===== src/rtl/lf_prefix_sum128.sv =====
// 128-lane inclusive prefix popcount of a flag mask, Ladner-Fischer network,
// one registered output stage (1-cycle latency, full throughput).
module lf_prefix_sum128 (
  input  logic            clk,
  input  logic            reset_n,
  input  logic [127:0]    mask,
  output logic [1023:0]   psum
);

  logic [1023:0] psum_next;

  // Level k consumes (k+1)-bit lane sums and produces (k+2)-bit lane sums;
  // each level is its own block so the widths grow with the sum range.
  for (genvar k = 0; k < 7; k++) begin : g_lvl
    localparam int IW  = k + 1;
    localparam int OW  = k + 2;
    localparam int BLK = 1 << k;

    logic [128*IW-1:0] din;
    logic [128*OW-1:0] s;

    if (k == 0) begin : g_leaf
      assign din = mask;
    end else begin : g_chain
      assign din = g_lvl[k-1].s;
    end

    for (genvar i = 0; i < 128; i++) begin : g_lane
      // Lanes in an odd-numbered block pick up the running sum of the
      // last lane of the block just below them.
      if (((i / BLK) % 2) == 1) begin : g_add
        localparam int SRC = (i / BLK) * BLK - 1;
        assign s[i*OW +: OW] = {1'b0, din[i*IW +: IW]} + {1'b0, din[SRC*IW +: IW]};
      end else begin : g_pass
        assign s[i*OW +: OW] = {1'b0, din[i*IW +: IW]};
      end
    end
  end

  assign psum_next = g_lvl[6].s;

  // NOTE: sequential state uses non-blocking assignment so every register
  // samples its inputs from before the edge, independent of block ordering.
  always_ff @(posedge clk or negedge reset_n) begin
    if (!reset_n) psum <= '0;
    else          psum <= psum_next;
  end

endmodule


===== config.mk =====
export PLATFORM = sky130hd
export DESIGN_NAME = lf_prefix_sum128
export DESIGN_NICKNAME = d
export VERILOG_FILES = /design/src/rtl/lf_prefix_sum128.sv
export SDC_FILE = /design/constraint.sdc
export NUM_CORES = 2
export LEC_CHECK = 0
export CORE_AREA = 5 5 449 451
export DETAILED_ROUTE_END_ITERATION = 6
export DIE_AREA = 0 0 454 456
export PLACE_DENSITY = 0.56
export SLEW_MARGIN = 20
export SYNTH_ARGS = -nofsm -noshare
export SYNTH_HDL_FRONTEND = slang
export SYNTH_SLANG_ARGS = --single-unit

===== constraint.sdc =====
create_clock -name clk -period 0.8 [get_ports clk]
set_input_delay 0.08 -clock clk [delete_from_list [all_inputs] [get_ports clk]]
set_output_delay 0.08 -clock clk [all_outputs]
set_load 0.01 [all_outputs]

==> key figures <==
Timing
  – Unrepaired setup endpoints after global routing: yes
  – Hold WS: -0.534 ns
  – Setup-failing EPs final: 1787
  – Final Cycle Share: 11.6
  – Pins Over Slew Limit: 0
  – Fmax: between 0.1 and 0.15 GHz
  – Final Hold Fails: 3
  – Worst Tran Pin Value: 0.697 ns
  – Slew margin rel.: 0.535
  – Crit path time final: 9.24 ns
  – Final setup margin: -8.44 ns

Setup path
  – CP peak stage delay: 0.64 ns
  – CP max-delay cell: fa_2
  – Startpoint Class: input pin
  – Critical-path maximum fanout: 3
  – Required @ worst endpoint: around 1.5 ns
  – Critical path class: in2reg
  – Worst EP arrival: 9.93 ns
  – CP most frequent cell: fa_2
  – Worst Setup End Kind: flop

Placed design
  – Final GP Congestion: 0.941
  – Port Buf Inserts: just over 1000
  – Detailed placement HPWL: 195000 um
  – Placed cell count: 9253

Layout
  – Utilization of the core after routing: 0.432
  – Layout overhead on the synthesized area: 59.8%
  – Layout cells sized above 1: 0.313
  – Largest registers: psum (897)
  – Top reg by flops: psum
  – Max reg flops: 897
  – Non-Filler Instances: 9564
  – Layout Nets: 7934
  – Fill count: approximately 18000

Synth
  – Number of synthesized register bits: 897
  – Ranking of synthesized cells by area: dfrtp_1 (42%), fa_1 (18%), ha_1 (12%)
  – Post-synth EDFFs: 0
  – Proportion of synthesized area in mux cells: 0.000283
  – Share of the synthesized area in the top cell type: 0.422
  – Ys async rst share: 1.00
  – Mapped Area: 0.0531 mm^2
  – Largest family of logic cells by synthesized area: adder cells
  – Total of warnings raised by yosys: 0
  – Seq/Total Area, Yosys: 0.422
  – Post-synth top flop: dfrtp_1
  – Syn Area/Cell: between 10 and 15 um^2
  – Yosys top cell by area: dfrtp_1
  – XOR/XNOR share of the synthesized area: 0.0912
  – Syn Inst Count: ~4400
  – Adder-cell share of the synthesized area: 0.301
  – Simple-gate share of the synthesized area: 0.0322
  – Unique masters post-synth: 63
  – Compound-Gate Fraction of Synth Area: 0.0693

GRT
  – Total gr overflow: 0
  – Largest net degree at the start of global routing: between 60 and 70
  – Vias in the first global route: 45400
  – Initial antenna violation count: 27
  – GRT Util Overall: 0.223
  – First-pass GRT wire length: approximately 330000 um

Detailed routing
  – Post-route ant nets: 0
  – Drt pass-1 iters: 5
  – Met1 Wirelength: 90500 um
  – Metal2 WL: 117000 um
  – DR DRC count: 0
  – Routed vias/inst: roughly 4.3
  – Wirelength, routed: 233000 um
  – Length of routed met3 wiring: around 10000 um
  – Drt wl/cell: 24.4 um
  – 1st-iter DRT viols: 2120
  – Via Count: 40900
  – Max Used Layer: met5

Floorplanning
  – CORE AREA: 0.197 mm^2
  – Initial Util: 0.270
  – Ports: 1154
  – Die width: roughly 450 um
  – FP Rows: 163
  – Die area: 0.207 mm^2
  – Die Ht: 456 um

Clock tree
  – CTS Sinks: 897
  – CTS HTree Levels: 3
  – CTS tree: done
  – CTS max path bufs: 3
  – Clock transition at path regs: ~0.06 ns
  – Clk root buf: clkbuf_16
  – TritonCTS Buffers: 104
  – Hold buffer count at cts: 6

Worst hold path
  – Hold Crit Class: in2reg

Flow run
  – Max-cap viol count: 0

Status
  – Failing checks: negative hold slack, negative setup slack
  – Status: finished, violations left
==> stage by stage <==
| stage | cell area (um^2) | setup slack (ns) | TNS (ns) |
|---|---|---|---|
| after floorplan | 55300 | -9.44 | -5789.66 |
| after global placement | 77800 | -9.69 | -6407.58 |
| after detailed placement | 77800 | -9.76 | -6435.96 |
| after CTS | 83900 | -8.59 | -6216.44 |
| after global routing | 84900 | -8.62 | -6201.87 |
| final | 84900 | -8.44 | -6035.31 |
==> synth_stat cells, types with 4 or more instances <==
cell	instances
nand3_1	22
buf_2	9
ha_1	491
a31oi_1	33
o311ai_0	4
maj3_1	4
inv_1	828
inv_2	8
a21o_1	126
buf_4	129
and3_1	9
clkbuf_1	55
nand2_1	105
o31ai_1	4
nand2b_1	28
a31o_2	6
dfrtp_1	897
xnor2_1	391
o21bai_1	74
nor2_1	129
o211ai_1	6
fa_1	491
o21ai_0	110
and2_1	6
a21oi_1	218
buf_1	7
or2_2	5
nor2b_1	42
xor2_1	147
nor3_1	8
==> logic make-up (layout without fill, tap and decap cells) <==
| group | after synthesis | count (layout) |
|---|---|---|
| compound gates | 599 | 599 |
| xor+xnor | 544 | 544 |
| fa+ha+maj | 986 | 986 |
| buf+inv | 1041 | 3386 |
| flops | 897 | 897 |
| mux | 1 | 1 |
| other cells | 1 | 141 |
| simple gates | 370 | 370 |
==> cell type report <==
type / count / area [um^2] / area share
Tap cell: 2640 / 3300 / 0.0389
Clock inverter: 58 / 816 / 0.00960
Antenna cell: 14 / 35.0 / 0.000412
Timing Repair Buffer: 2356 / 22000 / 0.259
Multi-Input combinational cell: 2627 / 30300 / 0.357
Sequential cell: 897 / 22400 / 0.264
Inverter: 836 / 3190 / 0.0375
Clock buffer: 136 / 2870 / 0.0338
==> final timing paths <==
check | startpoint | depth (start not counted) | slack [ns] | endpoint
max in group asynchronous | reset_n | 4 | -0.04 | psum[648]
worst min-delay path | mask[0] | 1 | -0.53 | psum[0]
worst max-delay path | mask[0] | 37 | -8.44 | psum[983]
min in group asynchronous | reset_n | 4 | 0.09 | psum[733]
==> critical path, delay by kind of cell <==
| family | cells | cell delay, ns |
|---|---|---|
| AO/OA/AOI/OAI | 2 | 0.21 |
| AND/OR/NAND/NOR | 2 | 0.18 |
| buffers and inverters | 10 | 0.74 |
| XOR/XNOR | 4 | 0.77 |
| adder cells (fa/ha/maj) | 19 | 7.95 |
==> layout by cell type, fill, tap and decap left out, types with 28 or more instances in the layout <==
| cell type | instances |
|---|---|
| nand2_1 | 92 |
| xnor2_1 | 335 |
| fa_2 | 84 |
| o21bai_1 | 66 |
| nor2_1 | 112 |
| a21o_1 | 126 |
| conb_1 | 127 |
| xnor2_2 | 39 |
| clkdlybuf4s50_1 | 948 |
| dfrtp_1 | 897 |
| fa_1 | 406 |
| ha_1 | 369 |
| o21ai_1 | 43 |
| xor2_1 | 133 |
| o21ai_0 | 38 |
| a21oi_2 | 69 |
| ha_4 | 109 |
| buf_6 | 95 |
| buf_4 | 1181 |
| a21oi_1 | 129 |
| a31oi_1 | 28 |
| inv_1 | 749 |
| inv_2 | 71 |
| nor2b_1 | 31 |
| clkbuf_16 | 104 |
| buf_12 | 117 |
==> routing by layer <==
layer  track usage  vias up
met5             0        -
met3        0.0298      408
met1         0.264    21000
li1              -    18300
met2         0.387     1167
met4         0.128        8
==> what timing repair did <==
item                       4_1_cts  5_1_grt
pin swaps                      257      242
buffers inserted               130       70
resized for setup              344      273
setup endpoints to repair     1788     1786
hold endpoints to repair       905        3
Power is left out: the tool's default activity adds up to more than one toggle a clock period on the data nets, which glitch-free logic cannot reach.
